$ cat config.mk
export PLATFORM = sky130hd
export DESIGN_NAME = cdb_arbiter
export DESIGN_NICKNAME = d
export VERILOG_FILES = /design/src/rtl/cdb_arbiter_pkg.sv /design/src/rtl/cdb_arbiter_fifo.sv /design/src/rtl/cdb_arbiter.sv
export SDC_FILE = /design/constraint.sdc
export NUM_CORES = 1
export LEC_CHECK = 0
export BUFFER_PORTS_ARGS = -buffer_cell sky130_fd_sc_hd__buf_4
export CAP_MARGIN = 40
export CORE_ASPECT_RATIO = 1.25
export CORE_MARGIN = 4
export CORE_UTILIZATION = 28
export CTS_CLUSTER_SIZE = 14
export DETAILED_ROUTE_END_ITERATION = 10
export HOLD_SLACK_MARGIN = 0.08
export SETUP_SLACK_MARGIN = 0.02
export SYNTH_ARGS = -nofsm -noshare
export SYNTH_HDL_FRONTEND = slang
export SYNTH_SLANG_ARGS = --single-unit
$ cat constraint.sdc
create_clock -name clk -period 6.1 [get_ports clk]
set_input_delay 1.22 -clock clk [delete_from_list [all_inputs] [get_ports clk]]
set_output_delay 1.22 -clock clk [all_outputs]
set_load 0.005 [all_outputs]
$ cat src/rtl/cdb_arbiter_pkg.sv
// Shared definitions for the common-data-bus arbiter.
//   cdb_src_e     : CDB source encoding (ALU = 0, LSB = 1)
//   ROB_INDEX_W   : default ROB index width used across the core
//   cdb_entry_w() : width of one queued result {rob_idx, val, jump_flag, jump_pc}
package cdb_arbiter_pkg;

   typedef enum logic {
      SRC_ALU = 1'b0,
      SRC_LSB = 1'b1
   } cdb_src_e;

   localparam int ROB_INDEX_W = 4;

   function automatic int cdb_entry_w(input int rob_idx_w);
      return rob_idx_w + 1 + 32 + 32;
   endfunction

endpackage

$ cat src/rtl/cdb_arbiter_fifo.sv
// Small synchronous result queue used once per CDB producer.
// Ports:
//   clk, rst      : clock, synchronous active-high reset
//   en            : global ready; when low the queue is frozen
//   flush         : empties the queue (wins over push/pop)
//   push, din     : enqueue request and data; dropped when full unless popping
//   pop           : dequeue request; ignored when empty
//   dout          : head entry (valid while !empty)
//   count         : number of entries held
//   empty, full   : status derived from count
module cdb_fifo
   import cdb_arbiter_pkg::*;
#(
   parameter int DEPTH = 2,
   parameter int WIDTH = cdb_entry_w(ROB_INDEX_W)
) (
   input  logic                       clk,
   input  logic                       rst,
   input  logic                       en,
   input  logic                       flush,
   input  logic                       push,
   input  logic                       pop,
   input  logic [WIDTH-1:0]           din,
   output logic [WIDTH-1:0]           dout,
   output logic [$clog2(DEPTH):0]     count,
   output logic                       empty,
   output logic                       full
);

   localparam int PTR_W = $clog2(DEPTH);
   localparam int CNT_W = PTR_W + 1;

   logic [WIDTH-1:0] mem [DEPTH];
   logic [PTR_W-1:0] rd_ptr;
   logic [PTR_W-1:0] wr_ptr;
   logic             do_push;
   logic             do_pop;

   assign empty   = (count == '0);
   assign full    = (count == CNT_W'(DEPTH));
   assign dout    = mem[rd_ptr];

   // A full queue still accepts a push when its head leaves in the same cycle.
   assign do_pop  = en && !flush && pop && !empty;
   assign do_push = en && !flush && push && (!full || do_pop);

   always_ff @(posedge clk) begin
      if (rst) begin
         rd_ptr <= '0;
         wr_ptr <= '0;
         count  <= '0;
      end else if (en && flush) begin
         rd_ptr <= '0;
         wr_ptr <= '0;
         count  <= '0;
      end else begin
         if (do_push) wr_ptr <= wr_ptr + 1'b1;
         if (do_pop)  rd_ptr <= rd_ptr + 1'b1;
         case ({do_push, do_pop})
            2'b10:   count <= count + 1'b1;
            2'b01:   count <= count - 1'b1;
            default: count <= count;
         endcase
      end
   end

   always_ff @(posedge clk) begin
      if (do_push) mem[wr_ptr] <= din;
   end

endmodule

$ cat src/rtl/cdb_arbiter.sv
// Arbitrates the single common data bus between the ALU and the LSB.
// Each producer feeds its own result queue; one queued result per cycle is
// broadcast on the registered CDB_* outputs to the ROB and the RS.
// Ports:
//   clk, rst            : clock, synchronous active-high reset
//   rdy                 : global ready; low freezes every register (beats roll)
//   roll                : rollback; flushes both queues and drops this cycle's pushes
//   ALU_*               : ALU result push {flag, ROB_idx, val, jump_flag, jump_PC}
//   ALU_stall           : ALU must not issue next cycle
//   LSB_*               : LSB result push {flag, ROB_idx, val}
//   LSB_stall           : LSB must not return next cycle
//   CDB_*               : registered broadcast; CDB_src 0 = ALU, 1 = LSB
//   ovf_err             : sticky, a push was dropped on a full queue
module cdb_arbiter
   import cdb_arbiter_pkg::*;
#(
   parameter int ROB_IDX_W = ROB_INDEX_W,
   parameter int DEPTH     = 2
) (
   input  logic                 clk,
   input  logic                 rst,
   input  logic                 rdy,
   input  logic                 roll,
   input  logic                 ALU_flag,
   input  logic [ROB_IDX_W-1:0] ALU_ROB_idx,
   input  logic [31:0]          ALU_val,
   input  logic                 ALU_jump_flag,
   input  logic [31:0]          ALU_jump_PC,
   output logic                 ALU_stall,
   input  logic                 LSB_flag,
   input  logic [ROB_IDX_W-1:0] LSB_ROB_idx,
   input  logic [31:0]          LSB_val,
   output logic                 LSB_stall,
   output logic                 CDB_flag,
   output logic                 CDB_src,
   output logic [ROB_IDX_W-1:0] CDB_ROB_idx,
   output logic [31:0]          CDB_val,
   output logic                 CDB_jump_flag,
   output logic [31:0]          CDB_jump_PC,
   output logic                 ovf_err
);

   localparam int ENTRY_W = cdb_entry_w(ROB_IDX_W);
   localparam int CNT_W   = $clog2(DEPTH) + 1;

   logic [ENTRY_W-1:0] alu_din;
   logic [ENTRY_W-1:0] lsb_din;
   logic [ENTRY_W-1:0] alu_head;
   logic [ENTRY_W-1:0] lsb_head;
   logic [CNT_W-1:0]   alu_count;
   logic [CNT_W-1:0]   lsb_count;
   logic               alu_empty;
   logic               alu_full;
   logic               lsb_empty;
   logic               lsb_full;
   logic               pop_alu;
   logic               pop_lsb;
   logic               ovf_now;
   cdb_src_e           prio;

   // LSB results never carry a jump, so the jump fields are stored as zero.
   assign alu_din = {ALU_ROB_idx, ALU_val, ALU_jump_flag, ALU_jump_PC};
   assign lsb_din = {LSB_ROB_idx, LSB_val, 1'b0, 32'd0};

   cdb_fifo #(.DEPTH(DEPTH), .WIDTH(ENTRY_W)) u_alu_q (
      .clk   (clk),
      .rst   (rst),
      .en    (rdy),
      .flush (roll),
      .push  (ALU_flag),
      .pop   (pop_alu),
      .din   (alu_din),
      .dout  (alu_head),
      .count (alu_count),
      .empty (alu_empty),
      .full  (alu_full)
   );

   cdb_fifo #(.DEPTH(DEPTH), .WIDTH(ENTRY_W)) u_lsb_q (
      .clk   (clk),
      .rst   (rst),
      .en    (rdy),
      .flush (roll),
      .push  (LSB_flag),
      .pop   (pop_lsb),
      .din   (lsb_din),
      .dout  (lsb_head),
      .count (lsb_count),
      .empty (lsb_empty),
      .full  (lsb_full)
   );

   // prio names the source that wins a tie; after every grant it moves to
   // the other source, so a tie always goes to the one not granted last.
   always_comb begin
      pop_alu = 1'b0;
      pop_lsb = 1'b0;
      if (!alu_empty && (lsb_empty || prio == SRC_ALU)) begin
         pop_alu = 1'b1;
      end else if (!lsb_empty) begin
         pop_lsb = 1'b1;
      end
   end

   // Stall looks only at registered counts; a same-cycle push is not counted.
   assign ALU_stall = (alu_count >= CNT_W'(DEPTH - 1));
   assign LSB_stall = (lsb_count >= CNT_W'(DEPTH - 1));

   assign ovf_now = (ALU_flag && alu_full && !pop_alu) ||
                    (LSB_flag && lsb_full && !pop_lsb);

   always_ff @(posedge clk) begin
      if (rst) begin
         prio          <= SRC_ALU;
         CDB_flag      <= 1'b0;
         CDB_src       <= 1'b0;
         CDB_ROB_idx   <= '0;
         CDB_val       <= '0;
         CDB_jump_flag <= 1'b0;
         CDB_jump_PC   <= '0;
         ovf_err       <= 1'b0;
      end else if (rdy) begin
         if (roll) begin
            prio     <= SRC_ALU;
            CDB_flag <= 1'b0;
         end else begin
            if (ovf_now) ovf_err <= 1'b1;
            if (pop_alu || pop_lsb) begin
               CDB_flag <= 1'b1;
               CDB_src  <= pop_lsb;
               {CDB_ROB_idx, CDB_val, CDB_jump_flag, CDB_jump_PC} <= pop_lsb ? lsb_head : alu_head;
               prio     <= pop_lsb ? SRC_ALU : SRC_LSB;
            end else begin
               CDB_flag <= 1'b0;
            end
         end
      end
   end

endmodule

Yosys cells after proc, flatten, opt, wreduce, memory -nomap -nowiden
Memories as Yosys holds them, arrays and structs flattened. A register that Yosys moved wholly into a read port is not among the register bits.
Cells that the tools add are included.
{ "classes": {"bitwise": 2, "n_shift": 0, "n_eq_ne": 6, "muxes": 19, "multipliers": 0, "addsub": 8, "div": 0, "n_lt_le_gt_ge": 2, "reduce_logical": 36} }
{ "op_table": {"columns": ["op", "count"], "rows": [
  ["$mux W69", 1],
  ["$mux W1", 16],
  ["$logic_and A1 B1 Y1", 15],
  ["$eq A2 B2 Y1 const B", 4],
  ["$pmux W2 S2", 2],
  ["$logic_not A1 Y1", 7],
  ["$reduce_and A3 Y1", 2],
  ["$reduce_bool A2 Y1", 3],
  ["$logic_or A1 B1 Y1", 5],
  ["$add A1 B1 Y1 const B", 4],
  ["$add A2 B1 Y2 const B", 2],
  ["$eq A2 B1 Y1 const B", 2],
  ["$ge A2 B1 Y1 const B", 2],
  ["$logic_not A2 Y1", 2],
  ["$sub A2 B1 Y2 const B", 2],
  ["$not A1 Y1", 2],
  ["$reduce_and A2 Y1", 1],
  ["$reduce_or A2 Y1", 1]
]} }
{ "totals": {"rom_bits": 0, "mem_bits_rw": 210, "n_memories": 2, "regBits": 81, "inputBits": 111, "latch_bits": 0, "elab_cells": 89, "out_inout_bits": 74} }
{ "memory_table": {"columns": ["memory", "depth", "width", "rd", "rd_clocked_by_memory_dff", "write_ports", "line_no", "source"], "rows": [
  ["u_alu_q.mem", 2, 69, 1, 1, 1, "cdb_arbiter_fifo.sv:33", "logic [WIDTH-1:0] mem [DEPTH];"],
  ["u_lsb_q.mem", 2, 36, 1, 1, 1, "cdb_arbiter_fifo.sv:33", null]
]} }

Logic depth before layout (Yosys ltp)
Gate-level depths: netlist of run 1.
{ "depth": {"word_depth": 10, "ltp_mapped": 9} }

Modules after synthesis
Synthesis of run 1 repeated with hierarchy kept, for this count alone.
{ "unflattened": {"cells_unflattened": 907, "area_unflattened_um2": 13884.6} }
{ "modules_own_cells": {"columns": ["module", "area_per_inst_um2", "n_inst", "cells_each"], "rows": [
  ["cdb_fifo", 5255.0, 2, 248],
  ["cdb_arbiter", 3374.5, 1, 411]
]} }

Worst setup path before layout of run 1
No wires, ideal clock.
{ "synth_timing": {"path_kind": "input port to flip-flop", "start": "in rdy", "end": "mem u_alu_q.mem[0][0] (netlist bit) (enable)", "n_path_buf": 1, "required_time_ns": 5.603, "stages": 4, "arrival_ns": 4.526, "setup_ns": 0.497, "setup_slack_ns": 1.077, "path_cell_list": "nor2b_1 -> buf_4 -> nand3_1 -> nor2_1"} }
{ "synth_via": {"elab_chain_cells": 7} }
{ "synth_lines": {"columns": ["element", "line_no", "source"], "rows": [
  ["start, declared", "cdb_arbiter.sv:22", "input logic rdy,"],
  ["$logic_and A1 B1 Y1 (*)", "cdb_arbiter_fifo.sv:44, cdb_arbiter_fifo.sv:45", null],
  ["$logic_and A1 B1 Y1 (2 in a row)", "cdb_arbiter_fifo.sv:44", "assign do_pop = en && !flush && pop && !empty;"],
  ["$logic_or A1 B1 Y1", "cdb_arbiter_fifo.sv:45", "assign do_push = en && !flush && push && (!full || do_pop);"],
  ["$logic_and A1 B1 Y1 (*)", "cdb_arbiter_fifo.sv:45", null],
  ["$mux W1 (*)", "cdb_arbiter_fifo.sv:68", "if (do_push) mem[wr_ptr] <= din;"],
  ["$mux W1 (implied by the code) (*)", "cdb_arbiter_fifo.sv:68", null],
  ["end, declared", "cdb_arbiter_fifo.sv:33", null]
]} }
Every way passes the cells marked *; elsewhere a longest branch is shown, timed or not.

Worst setup path after layout of run 1
{ "layout_timing": {"start": "reg u_alu_q.count[0]", "end": "out ALU_stall"} }
{ "layout_via": {"elab_chain_cells": 1} }
{ "layout_lines": {"columns": ["element", "line_no", "source"], "rows": [
  ["start, declared", "cdb_arbiter_fifo.sv:25", "output logic [$clog2(DEPTH):0] count,"],
  ["start signal, assigned", "cdb_arbiter_fifo.sv:60", "2'b10: count <= count + 1'b1;"],
  ["start signal, assigned", "cdb_arbiter_fifo.sv:61", "2'b01: count <= count - 1'b1;"],
  ["start signal, assigned", "cdb_arbiter_fifo.sv:62", "default: count <= count;"],
  ["$ge A2 B1 Y1", "cdb_arbiter.sv:106", "assign ALU_stall = (alu_count >= CNT_W'(DEPTH - 1));"],
  ["end, declared", "cdb_arbiter.sv:29", "output logic ALU_stall,"]
]} }
Every way passes these cells.

==> results.md, run 1 <==
- Delay of the slowest critical-path stage: 0.44 ns
- Sequential share of the synthesized area: 0.7304
- Setup CP Type: reg2out
- # IOs: 185
- Initial Utilization: 0.2846
- Final HPWL DP: 17,030 um
- Critical path buffer and inverter count: 3
- CTS max path bufs: 3
- Design area: 14,090 um^2
- Reg2Reg Depth: 7
- Status: complete, no violations
- CTS Buf Count: 31
- Worst-path clk slew: 0.06 ns
- Crit path required time: 4.88 ns
- Synth cell types: 38
- Peak Freq: 335.7 MHz
- Core box area: 38,340 um^2
- Die ar.: 42,200 um^2
- Crit path launch type: flop
- Syn Std Cell Area: 10,910 um^2
- Area growth, synth to finish: 29.12%
- Largest net degree at the start of global routing: 72
- Top delay family on crit path: buffers and inverters
- Clock root buffer: clkbuf_16
- Ys async rst share: 0
- Clock latency on the worst-skew pair: 0.56 ns
- Power per cell area: 315.9 nW/um^2
- Rel. slew slack: 0.4875
- Routed wire length: 26,340 um
- Die Ht: 228.7 um
- RSZ-0062 raised after global routing: false
- Slew Limit Fails: 0
- Most used cell, CP: inv_1
- Yosys Warn Count: 0
- Congestion Overflow GR: 0
- Row cnt: 80
- Post-Syn Area per Cell: 14.37 um^2
- WP data arrival: 1.76 ns
- Setup violations, final: 0
- Residual DRC count: 0
- Global Route Usage Sum: 0.1213
- Cts repair resizes: 0
- Routability cong.: 0.7149
- Via density: 4.463
- Final period utilization: 0.4883
- Via count: 6,543
- Commonest non-fill, non-tap cell in the layout: edfxtp_1
- Final hold violations: 0
- Post-CTS Setup Bufs: 0
- Fin Setup TNS: 0 ns
- H-tree depth: 1
- Worst VDD drop: 0.2197 mV
- Kind of end point of the critical path: output pin
- DR WL/cell: 17.97 um
- Mapped Cells: 759
- Critical path's slowest cell: ha_1
- First-pass GRT wire length: 39,920 um
- Fin Clk Skew: 0.01061 ns
- Non-filler cells, final: 1,466
- Hold Path Depth: 2
- Number of flops mapped to enable cells by yosys: 210
- WP depth: 4
- Initial antenna violation count: 2
- CTS tree: built
- Setup WS post-layout: 3.121 ns
- # hold bufs at CTS: 0
- Min-delay worst type: reg2reg
- Leakage: 4.936 nW
- #FFs+latches synth: 293
- Layout Nets: 1,065
- Post-placement cell count: 1,407
- DR pass1 iterations: 5
- # port buffers: 184
- Post-DRT Antenna Nets: 0
- Dpl ws: 2.689 ns
- Top_reg_cell synth: edfxtp_1
- Worst-Margin Slew: 0.7688 ns
- Post-DP Area: 13,010 um^2
- Syn Nets: 876
- Detailed Route Iter0 Violations: 244
- Ordered cell list for the critical path: inv_1 -> ha_1 -> inv_1 -> buf_4
- Vias in the first global route: 6,796
- Most frequent cells in the layout: edfxtp_1, buf_4, nand2_1
- Die span in x: 184.5 um
- Layout cells sized above 1: 0.3052
- Final worst path period need: 2.979 ns
- MaxCap Viol Count: 0
- Crit path max fanout: 8
- Sink Count: 293
- Total power: 4.450 mW
-- state kept, by name, indices dropped and copies added (netlist names), 2 cells and up, named ones only --
register and count:
u_alu_q.count 2, CDB_ROB_idx 4, CDB_jump_PC 32, CDB_val 32
u_alu_q.mem 138, u_lsb_q.count 2, u_lsb_q.mem 72
-- cells in the mapped netlist, drive strengths merged (5+ instances only) --
cell type / number / area, um^2
nand2: 109 / 409.1
edfxtp: 210 / 6306
buf: 29 / 178.9
nand3: 38 / 190.2
o21ai: 5 / 28.78
dfxtp: 83 / 1662
a22oi: 34 / 255.2
nor2: 46 / 172.7
mux2: 35 / 394.1
inv: 8 / 30.03
ha: 6 / 75.07
clkbuf: 15 / 56.30
a21oi: 45 / 229.0
mux2i: 72 / 720.7
-- logic make-up after synthesis --
family                     Yosys count  synth area share
AOI/OAI and AO/OA                   91           0.05264
xor gates and xnor gates             4          0.003212
adders and majority gates            6          0.006881
buffers and inverters               52           0.02431
DFF                                293            0.7304
muxes                              107            0.1022
and+or+nand+nor                    206           0.08040
-- path summary, 6_finish.rpt --
check | slack, ns | to | from
max | 3.12 | ALU_stall | u_alu_q.count[0]$_SDFFE_PP0P_
min | 0.46 | CDB_val[0]$_SDFFE_PP0P_ | CDB_val[0]$_SDFFE_PP0P_
max reg2reg | 3.39 | u_lsb_q.mem[1][3]$_DFFE_PP_ | u_alu_q.count[0]$_SDFFE_PP0P_
min reg2reg | 0.46 | CDB_val[0]$_SDFFE_PP0P_ | CDB_val[0]$_SDFFE_PP0P_
-- area by class of cell --
cell class / instances / area (um^2)
fill: 3707 / 24250
sequential: 293 / 7973
multi-input combinational: 414 / 2723
timing repair buffer: 200 / 1667
clock buffer: 39 / 835.8
tap: 492 / 615.6
clock inverter: 19 / 240.2
inverter: 8 / 30.03
antenna: 1 / 2.502
-- worst reg2reg max path, stage by stage (launching register included) --
cell and delay (ns):
dfxtp_1 0.32, inv_1 0.08, ha_1 0.44, o21bai_4 0.07
buf_4 0.28, a21oi_1 0.33, and2_2 0.64, buf_16 0.25
-- where the power goes --
group,switching (mW),internal [mW],total [mW],leakage [nW]
Sequential,0.0180,2.18,2.20,2.58
Clock,0.780,1.18,1.96,0.512
Combinational,0.156,0.131,0.287,1.84
Total,0.955,3.50,4.45,4.94
-- through the flow --
step,hold slack (ns),util
5_1_grt,0.4793,0.3674
3_5_place_dp,0.4521,0.3393
2_1_floorplan,0.4527,-
4_1_cts,0.4603,0.3674
3_3_place_gp,0.4430,0.3343
6_report,0.4564,0.3674
-- metal layers --
metal  global-route usage  vias to the layer above  wire (um)
li1                     -                     3172          -
met1               0.1488                     3172      10770
met2               0.2102                      165      13220
met3              0.02993                       32       1792
met4              0.03629                        2        548
met5                    0                        -         13
(Power assumes the default switching activity.)
==> run 2, diff against run 1 <==
clock period = 2.9 ns   (was 6.1 ns; I/O delays follow)
==> run 2 against run 1 <==
- utilization decreased by 0.44 points
- clock skew is 0.0050 ns higher
- non-clock buffer count is 2 higher
- global-route usage fell by 0.16 points
- worst hold slack worse by 0.25 ns
- sequential share of layout area rose by 0.69 points
- critical path depth grew 3
- cell area decreased by 1.2%
- first-iteration DRC count grew 30%
- combinational power up 110%
- highest routed layer is now met4
==> results.md, run 2 (synthesized netlist as in run 1, its figures left out) <==
- Routed wire length: 26,070 um (-1.0%)
- Setup violations, final: 0 (unchanged)
- Layout Nets: 1,066 (+0.094%)
- Die ar.: 42,200 um^2 (unchanged)
- Via density: 4.506 (+0.96%)
- Initial antenna violation count: 1 (-1)
- Max FFs per register: 138 (unchanged)
- H-tree depth: 1 (unchanged)
- Core box area: 38,340 um^2 (unchanged)
- Most frequent cells in the layout: edfxtp_1, buf_4, nand2_1
- CTS Buf Count: 30 (-3.2%)
- Non-filler cells, final: 1,466 (unchanged)
- Worst VDD drop: 0.3927 mV (+79%)
- Final core occ: 0.3630 (-0.004438)
- Slew Limit Fails: 0 (unchanged)
- Fill cells: 3,716 (+0.24%)
- Die span in x: 184.5 um (unchanged)
- MaxCap Viol Count: 0 (unchanged)
- Largest net degree at the start of global routing: 46 (-36%)
- Commonest non-fill, non-tap cell in the layout: edfxtp_1
- CTS max path bufs: 3 (unchanged)
- Crit path max fanout: 27 (+19)
- # IOs: 185 (unchanged)
- RSZ-0062 raised after global routing: false
- Final HPWL DP: 17,020 um (about the same)
- Vias in the first global route: 6,924 (+1.9%)
- Setup CP Type: reg2reg
- Min-delay worst type: in2reg
- Post-DP Area: 12,940 um^2 (-0.48%)
- Via count: 6,606 (+0.96%)
- DR WL/cell: 17.79 um (-1.0%)
- WP data arrival: 2.62 ns (+0.86 ns)
- Final period utilization: 0.8389
- Congestion Overflow GR: 0 (unchanged)
- Worst-path clk slew: 0.06 ns (about the same)
- Post-CTS Setup Bufs: 0 (unchanged)
- Detailed Route Iter0 Violations: 318 (+30%)
- Post-placement cell count: 1,409 (+0.14%)
- Routability cong.: 0.7207 (+0.81%)
- Fin Setup TNS: 0 ns (unchanged)
- Top reg by flops: u_alu_q.mem
- Post-DRT Antenna Nets: 0 (unchanged)
- Status: complete, no violations
- Row cnt: 80 (unchanged)
- Design area: 13,920 um^2 (-1.2%)
- Clock latency on the worst-skew pair: 0.55 ns (about the same)
- Layout cells sized above 1: 0.3011 (-0.004111)
- # port buffers: 184 (unchanged)
- Die Ht: 228.7 um (unchanged)
- Kind of end point of the critical path: flop
- Crit path launch type: flop
- Biggest regs: u_alu_q.mem: 138 flops, u_lsb_q.mem: 72 flops
- Area growth, synth to finish: 27.56%
- Peak Freq: 411.1 MHz
- Clock root buffer: clkbuf_16
- Power per cell area: 646.9 nW/um^2 (+100%)
- DR pass1 iterations: 5 (unchanged)
- Residual DRC count: 0 (unchanged)
- Crit path required time: 3.09 ns (-1.79 ns)
- Fin Clk Skew: 0.01557 ns (+0.004961 ns)
- CTS tree: built
- Rel. slew slack: 0.5578 (+0.07038)
- Cts repair resizes: 0 (unchanged)
- First-pass GRT wire length: 39,590 um (-0.85%)
- # hold bufs at CTS: 0 (unchanged)
- Initial Utilization: 0.2846 (unchanged)
- Leakage: 4.884 nW (-1.0%)
- Worst-Margin Slew: 0.6607 ns (-0.1081 ns)
- Final hold violations: 0 (unchanged)
- Global Route Usage Sum: 0.1197 (-0.001564)
- Sink Count: 293 (unchanged)
- Final worst path period need: 2.433 ns
## run 2: layout make-up
cell class	instances	area, um^2	area share
sequential	293	7973	0.5729
multi-input combinational	414	2723	0.1956
timing repair buffer	202	1604	0.1153
clock buffer	44	854.6	0.06141
tap	492	615.6	0.04424
clock inverter	12	113.9	0.008182
inverter	8	30.03	0.002158
antenna	1	2.502	0.0001798
## run 2: path summary, 6_finish.rpt
path	from	end	slack (ns)	cells past startpoint
max reg2reg	u_lsb_q.count[0]$_SDFFE_PP0P_	u_alu_q.mem[1][48]$_DFFE_PP_	0.47	7
max	u_lsb_q.count[0]$_SDFFE_PP0P_	u_alu_q.mem[1][48]$_DFFE_PP_	0.47	7
min	LSB_val[4]	u_lsb_q.mem[1][4]$_DFFE_PP_	0.21	1
min reg2reg	CDB_ROB_idx[3]$_SDFFE_PP0P_	CDB_ROB_idx[3]$_SDFFE_PP0P_	0.45	2
## run 2: per-layer routing
metal / vias up / track usage / share of wire
li1: 3153 / - / -
met1: 3240 / 0.1411 / 0.39
met2: 174 / 0.2191 / 0.52
met3: 39 / 0.02229 / 0.059
met4: 0 / 0.03606 / 0.024
met5: - / 0 / 0
## run 2: report_power, final
part | internal (mW) | switching [mW] | leakage, nW
Combinational | 0.268 | 0.324 | 1.83
Clock | 2.22 | 1.57 | 0.477
Sequential | 4.59 | 0.0399 | 2.58
## run 2: worst max-delay path: stages (launching register included)
cell and delay, ns:
dfxtp_1 0.31, inv_1 0.13, ha_1 0.31, and2b_4 0.24
o21ai_0 0.17, nand3_1 0.27, nor2_4 0.20, buf_4 0.42
## run 2: per-stage QoR
step,total power [mW],hold WS [ns],setup WS [ns]
5_1_grt,9.352,0.1778,0.2258
6_report,9.002,0.2110,0.4673
4_1_cts,9.136,0.1719,0.4451
3_3_place_gp,5.312,0.4470,0.3712
3_5_place_dp,5.326,0.4491,0.4881
2_1_floorplan,4.995,0.4527,-0.4779
